--- src/rtl/phase_marker_pkg.sv ---
// Shared definitions for the commit-stream phase-marker protocol (emitter and monitor).
package phase_marker_pkg;

    localparam int unsigned INST_W    = 32;
    localparam int unsigned PHASE_W   = 3;
    localparam int unsigned IMM_W     = 12;
    localparam int unsigned DEF_LEN_W = 16;

    // Phase codes carried in a command; 7 is never a legal phase.
    typedef enum logic [PHASE_W-1:0] {
        PH_VCTM    = 3'd0,
        PH_DELAY   = 3'd1,
        PH_TEXE    = 3'd2,
        PH_LEAK    = 3'd3,
        PH_INIT    = 3'd4,
        PH_BIM     = 3'd5,
        PH_TRAIN   = 3'd6,
        PH_INVALID = 3'd7
    } phase_e;

    // Emitter sequencing states.
    typedef enum logic [1:0] {
        ST_IDLE  = 2'd0,
        ST_START = 2'd1,
        ST_BODY  = 2'd2,
        ST_END   = 2'd3
    } emit_state_e;

    // slti x0,x0,0 : the marker encoding with a zero immediate.
    localparam logic [INST_W-1:0] MARKER_OPC_BASE = 32'h00002013;
    // addi x0,x0,0 : substituted for payload words that collide with a marker.
    localparam logic [INST_W-1:0] DEF_NOP_INST    = 32'h00000013;

    // Marker word for a phase; the immediate is {phase, is_end}.
    function automatic logic [INST_W-1:0] marker_word(input logic [PHASE_W-1:0] phase,
                                                      input logic               is_end);
        logic [IMM_W-1:0] imm;
        imm = {8'd0, phase, is_end};
        return MARKER_OPC_BASE | {imm, 20'd0};
    endfunction

    // True when a word equals any of the 14 legal marker encodings.
    function automatic logic is_marker(input logic [INST_W-1:0] word);
        logic hit;
        hit = 1'b0;
        for (int p = 0; p < 7; p++) begin
            for (int e = 0; e < 2; e++) begin
                if (word == marker_word(PHASE_W'(p), 1'(e))) begin
                    hit = 1'b1;
                end
            end
        end
        return hit;
    endfunction

endpackage

--- src/rtl/marker_out_stage.sv ---
// One-entry registered output stage with a downstream valid/ready handshake.
module marker_out_stage
    import phase_marker_pkg::*;
(
    input  logic              clock,
    input  logic              reset,
    input  logic              push,
    input  logic [INST_W-1:0] push_inst,
    input  logic              push_marker,
    input  logic              out_ready,
    output logic              can_push_c,
    output logic              out_valid,
    output logic [INST_W-1:0] out_inst,
    output logic              out_is_marker
);

    // The slot may be refilled when empty or when its word leaves this cycle.
    assign can_push_c = !out_valid || out_ready;

    // Load on push, drain on pop, otherwise hold the entry stable.
    always_ff @(posedge clock) begin
        if (!reset) begin
            out_valid     <= 1'b0;
            out_inst      <= '0;
            out_is_marker <= 1'b0;
        end else if (push && can_push_c) begin
            out_valid     <= 1'b1;
            out_inst      <= push_inst;
            out_is_marker <= push_marker;
        end else if (out_ready) begin
            out_valid     <= 1'b0;
        end
    end

endmodule

--- src/rtl/phase_marker_emitter.sv ---
// Brackets a payload instruction stream with START/END phase markers.
module phase_marker_emitter
    import phase_marker_pkg::*;
#(
    parameter int unsigned       LEN_W    = DEF_LEN_W,
    parameter logic [INST_W-1:0] NOP_INST = DEF_NOP_INST
) (
    input  logic               clock,
    input  logic               reset,
    input  logic               cmd_valid,
    output logic               cmd_ready,
    input  logic [PHASE_W-1:0] cmd_phase,
    input  logic [LEN_W-1:0]   cmd_len,
    input  logic               pay_valid,
    output logic               pay_ready,
    input  logic [INST_W-1:0]  pay_inst,
    output logic               out_valid,
    input  logic               out_ready,
    output logic [INST_W-1:0]  out_inst,
    output logic               out_is_marker,
    output logic               busy,
    output logic [PHASE_W-1:0] cur_phase,
    output logic               err_bad_phase,
    output logic               err_marker_in_payload
);

    emit_state_e        state, state_nxt;
    logic [LEN_W-1:0]   remaining, remaining_nxt;
    logic [PHASE_W-1:0] phase_nxt;
    logic               err_bad_phase_nxt;
    logic               err_marker_nxt;
    logic               push;
    logic [INST_W-1:0]  push_inst;
    logic               push_marker;
    logic               can_push;

    marker_out_stage u_out_stage (
        .clock         (clock),
        .reset         (reset),
        .push          (push),
        .push_inst     (push_inst),
        .push_marker   (push_marker),
        .out_ready     (out_ready),
        .can_push_c    (can_push),
        .out_valid     (out_valid),
        .out_inst      (out_inst),
        .out_is_marker (out_is_marker)
    );

    assign busy = (state != ST_IDLE) || out_valid;

    // State, length counter, active phase and sticky error flags.
    always_ff @(posedge clock) begin
        if (!reset) begin
            state                 <= ST_IDLE;
            remaining             <= '0;
            cur_phase             <= '0;
            err_bad_phase         <= 1'b0;
            err_marker_in_payload <= 1'b0;
        end else begin
            state                 <= state_nxt;
            remaining             <= remaining_nxt;
            cur_phase             <= phase_nxt;
            err_bad_phase         <= err_bad_phase_nxt;
            err_marker_in_payload <= err_marker_nxt;
        end
    end

    // Next-state, handshake and output-stage load decisions.
    always_comb begin
        state_nxt         = state;
        remaining_nxt     = remaining;
        phase_nxt         = cur_phase;
        err_bad_phase_nxt = err_bad_phase;
        err_marker_nxt    = err_marker_in_payload;
        push              = 1'b0;
        push_inst         = '0;
        push_marker       = 1'b0;
        cmd_ready         = 1'b0;
        pay_ready         = 1'b0;

        case (state)
            ST_IDLE: begin
                cmd_ready = 1'b1;
                if (cmd_valid) begin
                    if (cmd_phase == PH_INVALID) begin
                        // Swallow the command; nothing is emitted for it.
                        err_bad_phase_nxt = 1'b1;
                    end else begin
                        phase_nxt     = cmd_phase;
                        remaining_nxt = cmd_len;
                        state_nxt     = ST_START;
                    end
                end
            end

            ST_START: begin
                if (can_push) begin
                    push        = 1'b1;
                    push_inst   = marker_word(cur_phase, 1'b0);
                    push_marker = 1'b1;
                    state_nxt   = (remaining == '0) ? ST_END : ST_BODY;
                end
            end

            ST_BODY: begin
                pay_ready = can_push;
                if (pay_valid && can_push) begin
                    push = 1'b1;
                    // A payload word must never be mistaken for a marker downstream.
                    if (is_marker(pay_inst)) begin
                        push_inst      = NOP_INST;
                        err_marker_nxt = 1'b1;
                    end else begin
                        push_inst      = pay_inst;
                    end
                    if (remaining != '0) begin
                        remaining_nxt = remaining - LEN_W'(1);
                    end
                    if (remaining <= LEN_W'(1)) begin
                        state_nxt = ST_END;
                    end
                end
            end

            ST_END: begin
                if (can_push) begin
                    push        = 1'b1;
                    push_inst   = marker_word(cur_phase, 1'b1);
                    push_marker = 1'b1;
                    phase_nxt   = '0;
                    state_nxt   = ST_IDLE;
                end
            end

            default: begin
                state_nxt = ST_IDLE;
            end
        endcase
    end

endmodule

--- config.mk ---
export PLATFORM = sky130hd
export DESIGN_NAME = phase_marker_emitter
export DESIGN_NICKNAME = d
export VERILOG_FILES = /design/src/rtl/phase_marker_pkg.sv /design/src/rtl/marker_out_stage.sv /design/src/rtl/phase_marker_emitter.sv
export SDC_FILE = /design/constraint.sdc
export NUM_CORES = 1
export LEC_CHECK = 0
export CAP_MARGIN = 40
export CORE_UTILIZATION = 40
export DETAILED_ROUTE_END_ITERATION = 8
export PLACE_DENSITY_LB_ADDON = 0.25
export SYNTH_ARGS = -nofsm -noshare
export SYNTH_HDL_FRONTEND = slang
export SYNTH_HIERARCHICAL = 1
export SYNTH_SLANG_ARGS = --single-unit
--- constraint.sdc ---
create_clock -name clock -period 2.6 [get_ports clock]
set_clock_uncertainty 0.1 [all_clocks]
set_input_delay 0.52 -clock clock [delete_from_list [all_inputs] [get_ports clock]]
set_output_delay 0.52 -clock clock [all_outputs]
set_load 0.05 [all_outputs]
==> results of run 1 <==
## cells in the mapped netlist, drive strengths merged, types with 6 or more instances
cell type	instances
nand2	93
dfxtp	57
mux2i	35
nor2	30
a21oi	29
and2	28
buf	14
clkbuf	14
inv	8
nand2b	8
nor4	8
o21ai	8
nor3	7
o32ai	7
ha	6
## layout by cell type (no fill, tap or decap), drive strengths merged, types with 4 or more instances in the layout
| cell | n |
|---|---|
| inv | 8 |
| and2 | 28 |
| dfxtp | 57 |
| nor4 | 8 |
| nor2b | 4 |
| mux2i | 35 |
| buf | 20 |
| nor3 | 7 |
| clkbuf | 11 |
| a21oi | 29 |
| nand2 | 93 |
| ha | 6 |
| o32ai | 7 |
| clkdlybuf4s50 | 93 |
| nand2b | 8 |
| nor2 | 30 |
| nand3b | 4 |
| o21ai | 8 |
## metrics by stage
step           setup WS (ns)  util, %  hold slack (ns)  total power [mW]
5_1_grt               0.0142     57.9            0.372              4.78
3_5_place_dp         -0.0508     55.7            0.350              3.69
6_report               0.135     57.9            0.356              4.47
2_1_floorplan          0.118        -            0.354              3.08
3_3_place_gp         -0.0792     55.7            0.343              3.65
4_1_cts                0.120     57.9            0.358              4.48
## power breakdown
part | switching [mW] | internal (mW)
clock network | 0.325 | 0.448
logic | 1.45 | 1.04
registers | 0.182 | 1.03
## registers in the layout, summed over array words and instances, names as in the netlist
| register | count |
|---|---|
| u_out_stage/out_valid | 1 |
| cur_phase | 3 |
| u_out_stage/out_is_marker | 1 |
| err_marker_in_payload | 1 |
| remaining | 16 |
| state | 2 |
| u_out_stage/out_inst | 32 |
| err_bad_phase | 1 |
## worst min-delay path, cell delays in order, from the launching register on
cell     delay (ns)
dfxtp_1        0.31
nand2_1        0.05
mux2i_1        0.05
## final cells by class
class	count	share of cell area, %
clock buffer	11	3.11
multi-input combinational	313	42.7
clock inverter	1	0.661
tap	102	2.81
inverter	9	0.743
timing repair buffer	113	24.8
sequential	57	25.1
## cells by family after synthesis
logic type / count (synthesis) / synth area share [%]
adders and majority gates: 6 / 2.28
AOI/OAI and AO/OA: 71 / 14.9
buffers and inverters: 37 / 6.24
and+or+nand+nor: 201 / 31.2
muxes: 35 / 10.7
DFF: 57 / 34.7
## final timing paths
kind                                                from                        to  depth (start not counted)
worst min register to register  u_out_stage/out_inst[26]  u_out_stage/out_inst[26]                          2
worst max register to register                  state[0]  u_out_stage/out_inst[30]                         10
worst max-delay path                            state[0]                 pay_ready                          6
worst min-delay path            u_out_stage/out_inst[26]  u_out_stage/out_inst[26]                          2
## routing by layer
layer,vias to the layer above,global-route usage [%]
li1,1600,-
met1,1484,26.2
met2,87,35.7
met3,12,4.19
met4,0,9.10
met5,-,0
==> impl_results.md, run 1 <==
* Die ar. at 8590 um2
* Finished layout cell area at 4550 um2
* Distinct cells, synth at 56
* First-pass GRT wire length at 14,500 um
* Clk buf depth at 2
* DR WL met2 at 4140 um
* Delay-heaviest family, CP: buffers and inverters
* Root Buffer: clkbuf_8
* Share of synthesized flip-flops with an asynchronous set or reset at 0%
* PortBufs at 97
* Met1 wire length at 4130 um
* Crit Path Category: flip-flop to output pin
* RSZ-0062 raised after global routing: false
* Largest net degree at the start of global routing at 86
* Uppermost layer routed: met4
* Status: finished clean
* Minimum clock period at 2.46 ns
* Yosys warning count at 6
* Postcts setup bufs at 0
* Worst Path Buf+Inv at 4
* CTS tree: done
* Cell count after synthesis at 407
* Ports at 98
* Finish-stage setup viols at 0
* Sequential share of the synthesized area at 34.7%
* Drt pass-1 iters at 4
* CTS buffer count at 9
* Max-capacitance violation count at 0
* Vias in the first global route at 3,103
* Synth top area cells: dfxtp_1, mux2i_1, nand2_1
* Worst setup EP type: output pin
* Initial core utilization at 41.9%
* Period utilisation layout at 94.8%
* Final max-slew violation count at 0
* Top_reg_cell synth: dfxtp_1
* Final WL at 8880 um
* Drt drc at 0
* Iteration-0 DRC Markers at 127
* # fillers at 745
* Sink Count at 57
* Startpoint Class: flip-flop
* Die Y at 92.7 um
* Fmax at 406 MHz
* Mapped Avg Cell Area at 8.08 um2
* Total gr overflow at 0
* ANT cells at 0
* Routed Antenna Nets at 0
* Critical Path, Cell by Cell: inv_1 > ha_1 > buf_4 > buf_4 > and2_1 > buf_12
* Fraction of layout cells with a size suffix above 1 at 8.53%
* Slew headroom at 45.6%
* Leading area contributor after synthesis: dfxtp_1
* Mapped Area at 3290 um2
* CP Max Fanout at 13
* GP Congestion at 0.826
* CP max stage delay at 0.33 ns
* Fin cells at 606
* Fin nets at 565
* Top cell type's share of synthesized area at 34.7%
* Routed length per instance at 14.7 um
* PostCTS Resize Cnt at 0
* Worst-margin pin slew at 0.815 ns
* Placed Cells at 594
* WP data required at 1.98 ns
* Worst-Skew Late Latency at 0.32 ns
* Synth Register Bits at 57
* Syn_nets at 469
* Area added between synthesis and finish at 38.2%
* CP max-delay cell: dfxtp_1
* Pwr Density at 984 nW/um2
* Rows at 32
* Multi-input gate area at 1940 um2
* Flop-to-flop setup slack at 0.33 ns
* Fin. Hold Viols at 0
* Met3 wire len at 481 um
* Core area at 7850 um2
* Post-synth EDFFs at 0
* Post-cts hold buffer count at 0
* Vias/cell at 5.25
* Clock transition at path regs at 0.06 ns
* Setup_tns at 0 ns
* CP arrival at 1.84 ns
* Lkg Pwr at 1.63 nW
* Die X at 92.7 um
* Worst min path class: flip-flop to flip-flop
* CTS H-tree depth at 3
* Crit path top cell by count: buf_4
* Max rail drop VDD at 625 uV
* Antenna violations before repair at 0
* Storage element area at 1140 um2
* All-layer global routing usage at 21.2%
* Post-DP Area at 4370 um2
* DP Wirelength at 6360 um
* Vias after detailed routing at 3,183
Power figures use the tool's default switching activity.
==> run 2: changes to the inputs <==
- SLEW_MARGIN: unset -> 10
==> results of run 2 <==
Final layout, timing and power as in run 1 (identical DEF).
==> run 3: changes to the inputs <==
- CORE_MARGIN: unset -> 1.5
- clock period: 2.6 -> 2.89 ns (I/O delays scaled with it)
==> run 3 against run 2 <==
Via count decreased by 1.9%. First-iteration DRC count increased by 28%. Register-to-register slack improved by 0.22 ns. Final area about the same. Combinational power decreased by 13%. Wire length decreased by 2.6%. Cell count unchanged. Clock power increased by 4.5%.
==> impl_results.md, run 3 (synthesis results as in run 1) <==
* Largest net degree at the start of global routing at 86 (unchanged)
* Worst min path class: flip-flop to flip-flop
* CTS buffer count at 9 (unchanged)
* Clock transition at path regs at 0.06 ns (about the same)
* Max-capacitance violation count at 0 (unchanged)
* DP Wirelength at 6260 um (-1.6%)
* Postcts setup bufs at 0 (unchanged)
* First-pass GRT wire length at 13,800 um (-4.7%)
* Final max-slew violation count at 0 (unchanged)
* GR Util met1 at 25.3% (-0.96 points)
* All-layer global routing usage at 19.9% (-1.3 points)
* Rows at 32 (unchanged)
* Slew headroom at 45.9% (+0.25 points)
* Routed length per instance at 14.3 um (-2.6%)
* Drt drc at 0 (unchanged)
* PortBufs at 97 (unchanged)
* Total gr overflow at 0 (unchanged)
* ANT cells at 0 (unchanged)
* Fin. Hold Viols at 0 (unchanged)
* Biggest register: u_out_stage/out_inst
* Initial core utilization at 41.9% (unchanged)
* Period utilisation layout at 83.0%
* Antenna violations before repair at 0 (unchanged)
* Setup_tns at 0 ns (unchanged)
* FF-to-FF End: u_out_stage/out_inst[27]
* R2R depth at 10 (unchanged)
* Fin nets at 562 (-0.53%)
* Finished layout cell area at 4540 um2 (about the same)
* Regs by FF count: u_out_stage/out_inst x32, remaining x16, cur_phase x3
* Hold Path Origin: u_out_stage/out_inst[15]
* CP max-delay cell: clkdlybuf4s50_1
* Minimum clock period at 2.40 ns
* Finish-stage setup viols at 0 (unchanged)
* Root Buffer: clkbuf_8
* Flop-to-flop setup slack at 0.55 ns (+0.22 ns)
* Ports at 98 (unchanged)
* Crit Path Category: input port to flip-flop
* Core area at 7850 um2 (unchanged)
* Final cell utilization of the core at 57.9% (about the same)
* Placement Setup Slack at 0.149 ns (+0.200 ns)
* GRT busiest layer: met2
* Area added between synthesis and finish at 38.1% (about the same)
* Critical Path, Cell by Cell: clkdlybuf4s50_1 > nor4b_1 > nand4_1 > o31a_1 > a22oi_1 > nor2_1 > nand2_1 > mux2i_1
* Die X at 93.7 um (+1.1%)
* CP arrival at 2.51 ns (+0.67 ns)
* Met3 Use GR at 4.69% (+0.51 points)
* Fmax at 417 MHz
* Drt pass-1 iters at 4 (unchanged)
* Routed Antenna Nets at 0 (unchanged)
* Sink Count at 57 (unchanged)
* Commonest cells after routing, fill and taps aside: nand2_1, clkdlybuf4s50_1, dfxtp_1
* Vias/cell at 5.15 (-1.9%)
* Final worst slack at 0.491 ns (+0.356 ns)
* Fraction of layout cells with a size suffix above 1 at 8.13% (-0.40 points)
* CTS H-tree depth at 3 (unchanged)
* Lkg Pwr at 1.63 nW (+0.41%)
* Crit path from: pay_inst[4]
* Delay-heaviest family, CP: simple AND/OR/NAND/NOR gates
* RR Startpoint: state[0]
* Final WL at 8640 um (-2.6%)
* Status: finished clean
* Worst Path Buf+Inv at 1 (-3)
* Min-Delay Endpoint: u_out_stage/out_inst[15]
* Worst-Skew Late Latency at 0.33 ns (about the same)
* Iteration-0 DRC Markers at 162 (+28%)
* WP data required at 3.00 ns (+1.02 ns)
* CTS tree: done
* GP Congestion at 0.799 (-3.2%)
* Max reg flops at 32 (unchanged)
* Clk buf depth at 2 (unchanged)
* Die ar. at 8780 um2 (+2.2%)
* Worst-margin pin slew at 0.812 ns (-0.00372 ns)
* RSZ-0062 raised after global routing: false
* Vias in the first global route at 2,891 (-6.8%)
* CP max stage delay at 0.50 ns (+0.17 ns)
* Max rail drop VDD at 540 uV (-14%)
* Post-DP Area at 4330 um2 (-1.0%)
* Vias after detailed routing at 3,122 (-1.9%)
* Hold path cells at 2 (unchanged)
* CP Max Fanout at 5 (-8)
* Worst setup EP type: flip-flop
* Die Y at 93.7 um (+1.1%)
* Startpoint Class: input port
* Pwr Density at 893 nW/um2 (-9.2%)
* Met2 Usage GRT at 33.6% (-2.1 points)
run 3: cell types whose count changed in the layout (fill, tap and decap cells not counted):
cell / previous run / this run
dlymetal6s2s_1: 0 / 1
clkinv_2: 0 / 1
clkbuf_1: 1 / 2
buf_12: 4 / 2
bufinv_16: 1 / 2
buf_4: 15 / 13
run 3: how the worst max path moves through the flow:
stage | to | cells past startpoint | slack (ns)
final | u_out_stage/out_inst[22] | 8 | 0.49
after global routing | u_out_stage/out_inst[12] | 10 | 0.35
after CTS | busy | 4 | 0.12
after detailed placement | u_out_stage/out_inst[22] | 8 | 0.15
after global placement | u_out_stage/out_inst[22] | 8 | 0.13
after floorplan | busy | 5 | 0.35
run 3: through the flow:
step                hold slack, ns  instances  power, mW
finish                       0.359        606       4.06
global route                 0.374        606       4.37
CTS                          0.360        606       4.08
detailed placement           0.348        591       3.26
global placement             0.343        591       3.23
floorplan                    0.354        407       2.77
run 3: cell type report:
cell class | instances | area [um2]
clock buffers | 12 | 145
clock inverters | 3 | 65.1
fillers | 743 | 3310
inverters | 9 | 33.8
multi-input cells | 313 | 1940
flip-flops and latches | 57 | 1140
well taps | 102 | 128
repair buffers | 110 | 1090
run 3: repair_timing:
item	4_1_cts	5_1_grt
endpoints found under the setup margin	0	1
hold buffers	0	0
gates resized for setup	0	1
run 3: routing by layer:
| metal | vias to the layer above | part of all wire [%] |
|---|---|---|
| li1 | 1598 | - |
| met4 | 0 | 0.79 |
| met1 | 1431 | 46 |
| met3 | 6 | 6.0 |
| met5 | - | 0 |
| met2 | 87 | 47 |
run 3: power breakdown:
part	internal [mW]	switching, mW
Combinational	0.889	1.27
Sequential	0.922	0.165
Clock	0.504	0.304
run 3: worst min-delay path, stage by stage (launching register included):
cell and delay [ns]:
dfxtp_1 0.31, nand2_1 0.05, mux2i_1 0.05
